### config.mk
export PLATFORM = sky130hd
export DESIGN_NAME = accel_seq
export DESIGN_NICKNAME = d
export VERILOG_FILES = /design/src/rtl/accel_pkg.sv /design/src/rtl/pixel_op.sv /design/src/rtl/accel_seq.sv
export SDC_FILE = /design/constraint.sdc
export NUM_CORES = 1
export LEC_CHECK = 0
export CAP_MARGIN = 20
export CORE_UTILIZATION = 50
export DETAILED_ROUTE_END_ITERATION = 8
export GPL_TIMING_DRIVEN = 0
export PLACE_DENSITY = 0.84
export SYNTH_ARGS = -nofsm -noshare
export SYNTH_HDL_FRONTEND = slang
export SYNTH_SLANG_ARGS = --single-unit
### constraint.sdc
create_clock -name clk -period 3.46 [get_ports clk]
set_input_delay 0.692 -clock clk [delete_from_list [all_inputs] [get_ports clk]]
set_output_delay 0.692 -clock clk [all_outputs]
set_load 0.01 [all_outputs]
### src/rtl/accel_pkg.sv
// Shared types and defaults for the image accelerator sequencer.
// Latency: n/a (types, constants and a pure byte function).
// Backpressure: n/a.
package accel_pkg;

    localparam int IMG_WORDS_DEF = 25344;
    localparam int OUT_BASE_DEF  = 25344;

    typedef enum logic [1:0] {
        ST_IDLE  = 2'd0,
        ST_READ  = 2'd1,
        ST_WRITE = 2'd2,
        ST_DONE  = 2'd3
    } state_t;

    typedef enum logic [1:0] {
        OP_COPY   = 2'd0,
        OP_INVERT = 2'd1,
        OP_THRESH = 2'd2,
        OP_HALVE  = 2'd3
    } op_t;

    function automatic logic [7:0] byte_op(input op_t op, input logic [7:0] p, input logic [7:0] thr);
        logic [7:0] res;
        case (op)
            OP_COPY:   res = p;
            OP_INVERT: res = ~p;
            OP_THRESH: res = (p >= thr) ? 8'hFF : 8'h00;
            default:   res = {1'b0, p[7:1]};
        endcase
        return res;
    endfunction

endpackage

### src/rtl/pixel_op.sv
// Per-word pixel transform: applies the selected byte operation to all four bytes.
// Latency: combinational.
// Backpressure: none.
module pixel_op
    import accel_pkg::*;
(
    input  logic [31:0] in_word,
    input  op_t         op,
    input  logic [7:0]  thr,
    output logic [31:0] out_word
);

    // Bytes are independent lanes; no carry crosses a byte boundary.
    for (genvar k = 0; k < 4; k++) begin : g_lane
        assign out_word[8*k +: 8] = byte_op(op, in_word[8*k +: 8], thr);
    end

endmodule

### src/rtl/accel_seq.sv
// Image accelerator sequencer: streams IMG_WORDS words through pixel_op into the output region.
// Latency: 2 cycles per word (read, write); 2*IMG_WORDS cycles from first read to done.
// Backpressure: none; memory must accept one access per cycle with read data the next cycle.
module accel_seq
    import accel_pkg::*;
#(
    parameter int IMG_WORDS = IMG_WORDS_DEF,
    parameter int OUT_BASE  = OUT_BASE_DEF
) (
    input  logic        clk,
    input  logic        rst_n,
    input  logic        start,
    input  logic [1:0]  op,
    input  logic [7:0]  thr,
    output logic        busy,
    output logic        done,
    output logic        en,
    output logic        we,
    output logic [15:0] addr,
    output logic [31:0] dataW,
    input  logic [31:0] dataR,
    output logic        dump_image
);

    localparam logic [15:0] LAST_IDX   = 16'(IMG_WORDS - 1);
    localparam logic [15:0] OUT_BASE_A = 16'(OUT_BASE);

    state_t      state_q, state_d;
    logic [15:0] idx_q, idx_d;
    op_t         op_q, op_d;
    logic [7:0]  thr_q, thr_d;
    logic [31:0] xform_dat;

    always_ff @(posedge clk or negedge rst_n) begin
        if (!rst_n) begin
            state_q <= ST_IDLE;
            idx_q   <= '0;
            op_q    <= OP_COPY;
            thr_q   <= '0;
        end else begin
            state_q <= state_d;
            idx_q   <= idx_d;
            op_q    <= op_d;
            thr_q   <= thr_d;
        end
    end

    // op/thr are captured only on an accepted start so mid-run changes are invisible.
    always_comb begin
        state_d = state_q;
        idx_d   = idx_q;
        op_d    = op_q;
        thr_d   = thr_q;
        case (state_q)
            ST_IDLE: begin
                if (start) begin
                    op_d    = op_t'(op);
                    thr_d   = thr;
                    idx_d   = '0;
                    state_d = ST_READ;
                end
            end
            ST_READ: begin
                state_d = ST_WRITE;
            end
            ST_WRITE: begin
                if (idx_q == LAST_IDX) begin
                    state_d = ST_DONE;
                end else begin
                    idx_d   = idx_q + 16'd1;
                    state_d = ST_READ;
                end
            end
            ST_DONE: begin
                state_d = ST_DONE;
            end
            default: begin
                state_d = ST_IDLE;
            end
        endcase
    end

    pixel_op u_pixel_op (
        .in_word  (dataR),
        .op       (op_q),
        .thr      (thr_q),
        .out_word (xform_dat)
    );

    // Bus is decoded purely from the state register; idle bus is held at zero.
    always_comb begin
        en    = 1'b0;
        we    = 1'b0;
        addr  = '0;
        dataW = '0;
        case (state_q)
            ST_READ: begin
                en   = 1'b1;
                addr = idx_q;
            end
            ST_WRITE: begin
                en    = 1'b1;
                we    = 1'b1;
                addr  = OUT_BASE_A + idx_q;
                dataW = xform_dat;
            end
            default: ;
        endcase
    end

    assign busy       = (state_q == ST_READ) || (state_q == ST_WRITE);
    assign done       = (state_q == ST_DONE);
    assign dump_image = (state_q == ST_DONE);

endmodule

==> impl_metrics.yaml <==
floorplanning:
  die_area_um2: 6810
  start_util_pct: 53.2
  die_h_um: 82.5
  std_cell_rows: 28
  coreArea_um2: 6100
  die_w_um: 82.5
  ios: 98
grt:
  grt_first_pass_wirelength_mm: 15.2
  antenna_found_initial: 0
  overflow: 0
  grt_pass1_vias: 3205
  grt_max_degree: 17
  grt_use_total_pct: 29.1
detailed_routing:
  met1_length_mm: 4.13
  wl_met3_um: 625
  drtIter0Drc: 158
  route.detailed.drc: 0
  num_vias: 3401
  wl_met2_mm: 4.61
  wire_per_inst_um: 16.2
  postRouteAntennaNets: 0
  drt_pass1_iterations: 5
  routed.top_layer: "met4"
  wirelength_mm: 9.53
  vias_per_cell: 5.78
timing:
  finalSetupViolCount: 0
  final.min_clock_period_ns: 3.35
  clock_skew_ns: 0.00314
  rsz0062_at_grt: "false"
  finalHoldViolCount: 0
  period_share_pct: 96.9
  max_slew.worst_pin.slew_ns: 0.691
  max_freq_mhz: 298
  slew_viol_final: 0
  relSlewSlack_pct: 53.8
setup_path:
  required_ns: 2.77
  critPathKind: "input pin to primary output"
  start_kind: "input pin"
  crit_arrival_ns: 2.66
  critPathCaptureType: "primary output"
  worstPathMaxFanout: 8
yosys:
  ys.flop_type: "dfrtp_1"
  synth_fa_ha_area_share_pct: 15.8
  synthSimpleGateAreaFrac_pct: 20.0
  netlist_area_um2: 3240
  async_flop_share_pct: 100
  syn_inst: 406
  yosysWarnings: 0
  synth_nets: 492
  syn_avg_cell_area_um2: 7.99
  synth-edff-count: 0
  synth_top_family_by_area: "compound AO/OA/AOI/OAI gates"
  seq_area_frac_synth_pct: 21.6
  synthMuxAreaShare_pct: 4.09
  synth_compound_area_share_pct: 21.0
  synth_cell_types: 48
  ys_seq_elements: 28
  synth-xor-area-share_pct: 11.3
clock_network:
  clk_pin_slew_ns: 0.10
  clk_latency_ns: 0.28
  cts.path.max_buffers: 2
  ctsHoldBuffers: 0
  root_buffer: "clkbuf_8"
  htreeDepth: 1
  cts_tree: "built"
  cts_buffers: 3
  clock_sinks: 28
finish:
  antenna_cells: 0
  nNetsFinal: 600
  fillers: 496
  seqCellArea_um2: 701
  fin_area_um2: 4370
  area_delta_synth_final_pct: 34.8
  multi_input_area_um2: 2380
  drive_above_1_share_pct: 13.8
power:
  max-vdd-ir-drop_mv: 0.226
  power_density_nw_per_um2: 168
  p_sw_uw: 169
  swShare_pct: 22.9
  power.share.combinational_pct: 20.3
  power_uw: 736
  cellLeakagePower_nw: 1.94
  power.share.clock_pct: 35.3
  intPower_uw: 567
  p_seq_share_pct: 44.4
place:
  numPortBuffers: 97
  dp_hpwl_mm: 7.27
  place_area_um2: 4340
  place_congestion: 0.878
outcome:
  status: "completed"
run:
  maxCapViolations: 0
worst_hold_path:
  worst_hold_path_type: "flip-flop to flip-flop"
[worst max-delay path, cell delays in order]
cell	delay [ns]
clkdlybuf4s50_1	0.50
inv_1	0.06
ha_1	0.27
nand2b_1	0.15
a211oi_2	0.22
nor3_1	0.09
o31ai_2	0.24
buf_4	0.18
o21ai_0	0.10
clkbuf_2	0.15
[Yosys cell counts, drive strengths merged (5+ instances only)]
master	instances	share of area, %
a21oi	41	6.3
ha	41	16
o21ai	41	6.7
nor2	37	4.3
xnor2	36	9.7
dfrtp	28	22
nand2	23	2.9
inv	22	2.5
buf	14	2.4
nand3	11	1.7
and2	10	1.9
clkbuf	10	1.2
mux2	10	3.5
nand2b	7	1.4
a22oi	6	1.4
nor2b	6	1.2
xor2	6	1.6
nor3	5	0.77
o31ai	5	1.2
[final cells by class]
class	instances	area share (%)
Tap cell	75	2.15
Inverter	22	1.89
Multi-Input combinational cell	332	54.5
Timing Repair Buffer	103	21.1
Clock buffer	3	0.944
Sequential cell	28	16.0
Clock inverter	1	0.687
Buffer	24	2.69
[cells in the final DEF, fill, tap and decap left out, types with 11 or more instances in the layout]
master and count:
a21oi_1 41, clkbuf_2 22, clkdlybuf4s50_1 63, dfrtp_1 28
ha_1 41, inv_1 22, nand2_1 22, nand3_1 11
nor2_1 37, o21ai_0 35, xnor2_1 36
[kinds of logic (layout without fill, tap and decap cells)]
kind of cell,Yosys count,after routing
AND/OR/NAND/NOR,121,121
AO/OA/AOI/OAI,116,116
buffers and inverters,46,153
XOR/XNOR,42,42
adder cells (fa/ha/maj),41,41
flip-flops,28,28
multiplexers,12,12
[power by group through the flow]
| stage | registers, mW | logic (mW) | clock network [mW] |
|---|---|---|---|
| 6_report | 0.327 | 0.149 | 0.259 |
| 3_3_place_gp | 0.333 | 0.135 | 0 |
| 2_1_floorplan | 0.334 | 0.0588 | 0 |
| 3_5_place_dp | 0.333 | 0.145 | 0 |
| 4_1_cts | 0.327 | 0.147 | 0.260 |
| 5_1_grt | 0.327 | 0.167 | 0.274 |
[sequential cells by signal, indices dropped and copies added (netlist names)]
| name | flops |
|---|---|
| thr_q | 8 |
| idx_q | 16 |
| state_q | 2 |
| op_q | 2 |
[layer usage]
| metal | GRT usage [%] | vias up |
|---|---|---|
| li1 | - | 1659 |
| met1 | 37.3 | 1581 |
| met2 | 50.4 | 140 |
| met3 | 4.07 | 21 |
| met4 | 8.97 | 0 |
| met5 | 0 | - |
[path summary, 6_finish.rpt]
kind                                   startpoint                    end  slack, ns  depth (start not counted)
max                                      dataR[8]              dataW[12]       0.11                         10
min                          thr_q[7]$_DFFE_PN0P_   thr_q[7]$_DFFE_PN0P_       0.52                          1
max reg2reg                state_q[0]$_DFFE_PN0P_   idx_q[9]$_DFFE_PN0P_       1.10                          7
min reg2reg                  thr_q[7]$_DFFE_PN0P_   thr_q[7]$_DFFE_PN0P_       0.52                          1
max in group asynchronous                   rst_n   idx_q[3]$_DFFE_PN0P_       2.12                          2
min in group asynchronous                   rst_n  idx_q[14]$_DFFE_PN0P_       0.82                          1
[stage by stage]
| stage | worst slack (ns) | std cells | setup TNS, ns | hold slack (ns) | util [%] |
|---|---|---|---|---|---|
| floorplan | 0.650 | 406 | 0 | 0.396 | - |
| global placement | -0.625 | 578 | -17.47 | 0.486 | 70.7 |
| detailed placement | -0.681 | 579 | -18.78 | 0.494 | 71.1 |
| CTS | 0.000436 | 587 | 0 | 0.515 | 72.8 |
| global route | 0.0368 | 588 | 0 | 0.534 | 71.7 |
| finish | 0.107 | 588 | 0 | 0.516 | 71.7 |
[timing repair]
| action | 4_1_cts | 5_1_grt |
|---|---|---|
| setup endpoints to repair | 32 | 37 |
| gates resized for setup | 50 | 47 |
| buffers inserted | 4 | 1 |
| pin swaps | 4 | 2 |
(Power assumes the default switching activity.)
